$ cat config.mk
export PLATFORM = sky130hd
export DESIGN_NAME = lattice_scheduler
export DESIGN_NICKNAME = d
export VERILOG_FILES = /design/src/rtl/lattice_scheduler.sv
export SDC_FILE = /design/constraint.sdc
export NUM_CORES = 2
export LEC_CHECK = 0
export BUFFER_PORTS_ARGS = -buffer_cell sky130_fd_sc_hd__buf_2
export CAP_MARGIN = 30
export CORE_ASPECT_RATIO = 1.2
export CORE_UTILIZATION = 40
export CTS_BUF_LIST = sky130_fd_sc_hd__clkbuf_2 sky130_fd_sc_hd__clkbuf_4 sky130_fd_sc_hd__clkbuf_8
export DETAILED_ROUTE_END_ITERATION = 10
export GPL_TIMING_DRIVEN = 0
export PLACE_DENSITY = 0.63
export RECOVER_POWER = 25
export SLEW_MARGIN = 10
export SYNTH_ARGS = -nofsm -noshare
export SYNTH_HDL_FRONTEND = slang
export SYNTH_SLANG_ARGS = --single-unit
$ cat constraint.sdc
create_clock -name clk -period 5.4 [get_ports clk]
set_input_delay 0.27 -clock clk [delete_from_list [all_inputs] [get_ports clk]]
set_output_delay 0.27 -clock clk [all_outputs]
set_load 0.02 [all_outputs]
$ cat src/rtl/lattice_scheduler.sv
// lattice_scheduler
// Sequencer at the head and tail of the mining-core lattice chain. It takes
// one block job from the host and issues it into the lattice once per cycle.
// Each issue carries a nonce base that advances by 2^LOG2_NUM_CORES. Results
// leave the chain in issue order. Each result is paired with its base through
// an in-flight tag FIFO, so the first winning nonce of the current job can be
// reported.
//
// Ports:
//   clk, rst           clock, synchronous active-high reset
//   work_valid_i/_o    host job handshake (work_ready_o low only in LOAD)
//   work_state_i       352-bit job word; low 32 bits replaced by nonce base
//   halt_i             pauses issuing only
//   validIn_o, newBlockIn_o, initialStateIn_o   registered lattice issue
//   validOut_i, newBlockOut_i, success_i, nonce_index_i   chain-end result
//   found_valid_o, found_nonce_o   one-cycle pulse + held winning nonce
//   exhausted_o        one-cycle pulse when nonce space ends without a win
//   busy_o             scheduler not idle
//   err_o              sticky result-protocol error
module lattice_scheduler #(
  parameter int LOG2_NUM_CORES = 4,
  parameter int LOG2_DEPTH     = 4
) (
  input  logic                      clk,
  input  logic                      rst,
  input  logic                      work_valid_i,
  output logic                      work_ready_o,
  input  logic [351:0]              work_state_i,
  input  logic                      halt_i,
  output logic                      validIn_o,
  output logic                      newBlockIn_o,
  output logic [351:0]              initialStateIn_o,
  input  logic                      validOut_i,
  input  logic                      newBlockOut_i,
  input  logic                      success_i,
  input  logic [LOG2_NUM_CORES-1:0] nonce_index_i,
  output logic                      found_valid_o,
  output logic [31:0]               found_nonce_o,
  output logic                      exhausted_o,
  output logic                      busy_o,
  output logic                      err_o
);

  localparam int          DEPTH     = 1 << LOG2_DEPTH;
  localparam logic [31:0] STEP      = 32'(1) << LOG2_NUM_CORES;
  localparam logic [31:0] LAST_BASE = 32'(0) - STEP;

  typedef enum logic [1:0] {IDLE, LOAD, RUN, DRAIN} state_e;

  typedef struct packed {
    logic        epoch;
    logic        first;
    logic [31:0] base;
  } tag_t;

  state_e                state_q, state_d;
  logic [351:32]         job_q, job_d;
  logic [31:0]           base_q, base_d;
  logic                  epoch_q, epoch_d;
  logic                  found_q, found_d;
  logic                  exhaust_q, exhaust_d;
  logic                  err_q, err_d;
  logic [LOG2_DEPTH-1:0] wr_ptr_q, wr_ptr_d;
  logic [LOG2_DEPTH-1:0] rd_ptr_q, rd_ptr_d;
  logic [LOG2_DEPTH:0]   count_q, count_d;
  logic                  valid_q, valid_d;
  logic                  newblk_q, newblk_d;
  logic [351:0]          istate_q, istate_d;
  logic                  fvalid_q, fvalid_d;
  logic [31:0]           fnonce_q, fnonce_d;
  logic                  exh_out_q, exh_out_d;
  tag_t                  fifo_q [DEPTH];

  logic accept, pop, push, win, fifo_empty, fifo_full;
  tag_t head;

  // The low job word is always overwritten by the nonce base.
  logic unused_low_word;
  assign unused_low_word = ^work_state_i[31:0];

  assign work_ready_o     = (state_q != LOAD);
  assign busy_o           = (state_q != IDLE);
  assign validIn_o        = valid_q;
  assign newBlockIn_o     = newblk_q;
  assign initialStateIn_o = istate_q;
  assign found_valid_o    = fvalid_q;
  assign found_nonce_o    = fnonce_q;
  assign exhausted_o      = exh_out_q;
  assign err_o            = err_q;

  // Handshake, FIFO status and issue decision. An accepted job takes the
  // cycle, and a current-epoch win in RUN suppresses the issue. The full
  // test uses the count before any same-cycle pop.
  assign fifo_empty = (count_q == '0);
  assign fifo_full  = (count_q == (LOG2_DEPTH+1)'(DEPTH));
  assign head       = fifo_q[rd_ptr_q];
  assign accept     = work_valid_i && (state_q != LOAD);
  assign pop        = validOut_i && !fifo_empty;
  assign win        = pop && (head.epoch == epoch_q) && success_i && !found_q;
  assign push       = ((state_q == LOAD) || (state_q == RUN)) && !halt_i &&
                      !fifo_full && !accept && !((state_q == RUN) && win);

  // Next-state logic for the FSM, the job/base/epoch bookkeeping and the
  // registered outputs. A job accept is applied last so that it overrides
  // every other transition and flag update made in the same cycle.
  always_comb begin
    state_d   = state_q;
    job_d     = job_q;
    base_d    = base_q;
    epoch_d   = epoch_q;
    found_d   = found_q;
    exhaust_d = exhaust_q;
    err_d     = err_q;
    wr_ptr_d  = wr_ptr_q;
    rd_ptr_d  = rd_ptr_q;
    valid_d   = 1'b0;
    newblk_d  = 1'b0;
    istate_d  = istate_q;
    fvalid_d  = 1'b0;
    fnonce_d  = fnonce_q;
    exh_out_d = 1'b0;

    if ((validOut_i && fifo_empty) || (pop && (newBlockOut_i != head.first))) begin
      err_d = 1'b1;
    end

    if (win) begin
      fvalid_d = 1'b1;
      fnonce_d = head.base + 32'(nonce_index_i);
      found_d  = 1'b1;
    end

    if (push) begin
      valid_d  = 1'b1;
      newblk_d = (state_q == LOAD);
      istate_d = {job_q, base_q};
      base_d   = base_q + STEP;
      wr_ptr_d = wr_ptr_q + 1'b1;
    end

    if (pop) begin
      rd_ptr_d = rd_ptr_q + 1'b1;
    end

    count_d = count_q + (LOG2_DEPTH+1)'(push) - (LOG2_DEPTH+1)'(pop);

    case (state_q)
      LOAD: begin
        if (push) state_d = RUN;
      end
      RUN: begin
        if (win) begin
          state_d = DRAIN;
        end else if (push && (base_q == LAST_BASE)) begin
          exhaust_d = 1'b1;
          state_d   = DRAIN;
        end
      end
      DRAIN: begin
        if (count_d == '0) begin
          state_d   = IDLE;
          exh_out_d = exhaust_q && !found_q && !win;
        end
      end
      default: ;
    endcase

    if (accept) begin
      state_d   = LOAD;
      job_d     = work_state_i[351:32];
      base_d    = '0;
      epoch_d   = ~epoch_q;
      found_d   = 1'b0;
      exhaust_d = 1'b0;
      exh_out_d = 1'b0;
    end
  end

  // State and output registers.
  always_ff @(posedge clk) begin
    if (rst) begin
      state_q   <= IDLE;
      job_q     <= '0;
      base_q    <= '0;
      epoch_q   <= 1'b0;
      found_q   <= 1'b0;
      exhaust_q <= 1'b0;
      err_q     <= 1'b0;
      wr_ptr_q  <= '0;
      rd_ptr_q  <= '0;
      count_q   <= '0;
      valid_q   <= 1'b0;
      newblk_q  <= 1'b0;
      istate_q  <= '0;
      fvalid_q  <= 1'b0;
      fnonce_q  <= '0;
      exh_out_q <= 1'b0;
    end else begin
      state_q   <= state_d;
      job_q     <= job_d;
      base_q    <= base_d;
      epoch_q   <= epoch_d;
      found_q   <= found_d;
      exhaust_q <= exhaust_d;
      err_q     <= err_d;
      wr_ptr_q  <= wr_ptr_d;
      rd_ptr_q  <= rd_ptr_d;
      count_q   <= count_d;
      valid_q   <= valid_d;
      newblk_q  <= newblk_d;
      istate_q  <= istate_d;
      fvalid_q  <= fvalid_d;
      fnonce_q  <= fnonce_d;
      exh_out_q <= exh_out_d;
    end
  end

  // Tag storage. Contents need no reset because the pointers and the count
  // define which entries are valid.
  always_ff @(posedge clk) begin
    if (push) begin
      fifo_q[wr_ptr_q] <= {epoch_q, (state_q == LOAD), base_q};
    end
  end

endmodule

==> run summary <==
Kind of critical path = reg2reg
Slew @ Worst Pin = 0.993 ns
Synth top area share = 33.9%
Drt total wl = 153000 um
Vias post-DR = 36051
Port buffer count = 717
Worst-case clock buffer depth = 3
Max IR drop VDD = 261 uV
Drc violations = 0
Placed inst area = 0.0509 mm2
Post-Synth Adder-Cell Area = 0.522%
Fmax = 0.197 GHz
Chip height = 368 um
Xor/xnor cell area share of the yosys netlist = 0.295%
# clock sinks = 1235
Fin nets = 5740
Post-synth EDFFs = 480
Crit path buf inv count = 7
Die width = 307 um
Highest metal used = met5
Vias in the first global route = 35303
RR Startpoint = state_q[1]$_SDFFE_PP0P_
Period minus WS final = 5.09 ns
Number of routed nets with antenna violations = 0
Fin. max-slew vios = 0
First-pass GRT wire length = 223000 um
Ys Warns = 0
Internal Power = 16.5 mW
WHS Path Cells = 4
Synth Register Bits = 1235
Crit share post-route = 94.2%
WL met3 = 12700 um
Top_reg_cell synth = dfxtp_1
Worst-path cell chain = inv_1 -> ha_2 -> nor2b_1 -> or4b_2 -> buf_1 -> nor2_4 -> buf_2 -> buf_2 -> nand2_1 -> nor3_2 -> buf_4 -> buf_4 -> buf_6
I/O pins = 754
Worst hold path endpoint = job_q[103]$_SDFFE_PP0P_
Buffer count from post-CTS setup fixing = 0
Post-Synth Simple-Gate Area = 13.7%
Sw Ratio = 29.4%
Area delta synth->final = 30.8%
Pleak = 22.3 nW
RSZ-0062 raised after global routing = no
HPWL after detailed placement = 111000 um
Commonest non-fill, non-tap cell in the layout = nand2_1
Startpoint Class = flop
Final setup violating endpoints = 0
Final Hold Fails = 0
Largest fanout on the critical path = 18
Met2 Routed Length = 75600 um
Clock Skew = 0.0347 ns
Mux share of post-synthesis cell area = 7.53%
Worst setup EP type = flop
Most frequent cells in the layout = nand2_1 (1428), dfxtp_1 (755), a21oi_1 (726)
Arrival time at the worst endpoint = 5.68 ns
Slowest-stage cell, CP = nor3_2
CP startpoint = state_q[1]$_SDFFE_PP0P_
Leading area contributor after synthesis = dfxtp_1
Num CTS Buffers = 191
Core area = 0.110 mm2
Placer Congestion = 0.915
Seq/Total Area, Yosys = 66.2%
Cell variety after synth = 56
CTS tree = yes
Fill cell count = 9662
Cells after Synth = 4065
Main combinational cell family by area after synthesis = simple AND/OR/NAND/NOR gates
Met1 Wirelength = 56700 um
Max_slew headroom = 33.7%
Pin count of the biggest net entering global routing = 23
PwrDens = 400 mW/mm2
Switching power = 6.84 mW
Delay-heaviest family, CP = simple AND/OR/NAND/NOR gates
Initial antenna violation count = 24
Crit Reg-Reg Endpoint = fifo_q[2][10]$_DFFE_PP_
Critical Path RT = 5.99 ns
Synth area leaders = dfxtp_1 (34%), edfxtp_1 (32%), nand2_1 (12%)
Post-place setup slack = -0.225 ns
Share of cells above drive strength 1 = 23.4%
Critical Path Max Stage Delay = 0.68 ns
Clk root buf = clkbuf_8
Final worst slack = 0.312 ns
# Max-Cap Violations = 0
Hold Path Class = in2reg
Worst reg2reg setup slack = 0.31 ns
Share of power burned in registers = 45.1%
Storage element area = 0.0295 mm2
Multi-input logic area = 0.0139 mm2
Clock Power Share = 35.9%
Comb pwr share = 19.1%
Mapped cell area = 0.0446 mm2
Initial Util = 40.6%
Worst-skew pair later-pin latency = 0.90 ns
TritonRoute pass-1 iters = 8
Beginning of the worst hold path = work_state_i[103]
Async SR Flop Fraction = 0%
Clock slew at reported path FFs = 0.07 ns
Reg2Reg Depth = 13
Initial DRC Count = 2468
Vias per std cell = 5.14
Gr usage total = 26.7%
Remaining global-route overflow = 0
Syn_area_per_cell = 11.0 um2
Site Rows = 133
Design Area, Final = 0.0583 mm2
CTS H-tree depth = 4
Avg WL per Cell = 21.8 um
Status = complete, no violations
Die ar. = 0.113 mm2
Synth Area in Compound Gates = 8.92%
Yosys cell counts (5+ instances only):
cell / instances
nand2_1: 1428
dfxtp_1: 755
a21oi_1: 726
edfxtp_1: 480
clkbuf_1: 196
mux4_2: 147
buf_2: 53
nor2_1: 49
buf_1: 37
inv_1: 21
ha_1: 17
nand3_1: 14
nor3_1: 12
or3_1: 11
or4_1: 10
xnor2_1: 10
nand4_1: 8
o31ai_1: 7
a31o_2: 6
o41ai_1: 6
mux2i_1: 5
o21ai_0: 5
xor2_1: 5
through the flow:
stage                     cells  total power, mW  setup TNS [ns]  hold WS [ns]  util, %
after floorplan            4068             13.3               0         0.406        -
after global placement     6270             14.8         -792.94         0.436     45.5
after detailed placement   6316             14.9          -0.280         0.442     46.2
after CTS                  6989             23.4               0        0.0607     53.0
after global routing       7014             24.3               0         0.133     53.0
final                      7019             23.3               0         0.155     53.0
worst max path at each step:
stage | end | slack, ns | cells after the start
final | fifo_q[2][10]$_DFFE_PP_ | 0.31 | 13
after global routing | state_q[0]$_SDFFE_PP0P_ | 0.009 | 21
after CTS | fifo_q[2][9]$_DFFE_PP_ | 0.27 | 13
after detailed placement | state_q[0]$_SDFFE_PP0P_ | -0.22 | 22
after global placement | fifo_q[2][8]$_DFFE_PP_ | -3.27 | 10
after floorplan | fifo_q[0][10]$_DFFE_PP_ | 0.44 | 10
layer usage:
layer,track usage (%),up-vias
li1,-,16621
met1,30.3,17470
met2,45.6,1548
met3,7.55,408
met4,13.8,4
met5,0,-
cell type report:
cell class | count | area share (%)
clock buffers | 295 | 6.26
clock inverters | 50 | 0.793
inverters | 22 | 0.142
multi-input cells | 2521 | 23.9
flip-flops and latches | 1235 | 50.6
well taps | 1485 | 3.18
repair buffers | 1099 | 13.0
diodes | 23 | 0.0986
plain buffers | 289 | 2.00
registers in the layout, indices dropped and copies added (netlist names), named ones only:
register	cells
base_q	28
count_q	5
epoch_q	1
err_o	1
exhaust_q	1
exhausted_o	1
fifo_q	480
found_nonce_o	32
found_q	1
found_valid_o	1
initialStateIn_o	348
job_q	320
newBlockIn_o	1
rd_ptr_q	4
state_q	2
validIn_o	1
wr_ptr_q	4
cells by family after synthesis:
| logic type | Yosys count |
|---|---|
| mux | 152 |
| compound gates | 770 |
| xor+xnor | 15 |
| flops | 1235 |
| fa+ha+maj | 18 |
| buf+inv | 312 |
| simple gates | 1562 |
| other cells | 1 |
worst register-to-register path, stage by stage, from the launching register on:
cell     delay, ns
dfxtp_1       0.34
inv_1         0.15
ha_2          0.38
nor2b_1       0.19
or4b_2        0.65
buf_1         0.29
nor2_4        0.23
buf_2         0.46
buf_2         0.41
nand2_1       0.30
nor3_2        0.68
buf_4         0.33
buf_4         0.22
buf_6         0.16
what timing repair did:
action | CTS | global route
hold buffers | 329 | 0
hold endpoints to repair | 331 | 0
resized for setup | 1 | 0
setup endpoints to repair | 2 | 0
power groups by stage:
stage                     Clock, mW  Combinational [mW]  Sequential [mW]
final                          8.36                4.45             10.5
after global routing           8.87                4.82             10.6
after CTS                      8.48                4.44             10.5
after detailed placement          0                4.21             10.7
after global placement            0                4.08             10.7
after floorplan                   0                2.46             10.8
No activity file was read; power rests on OpenSTA's default activity.
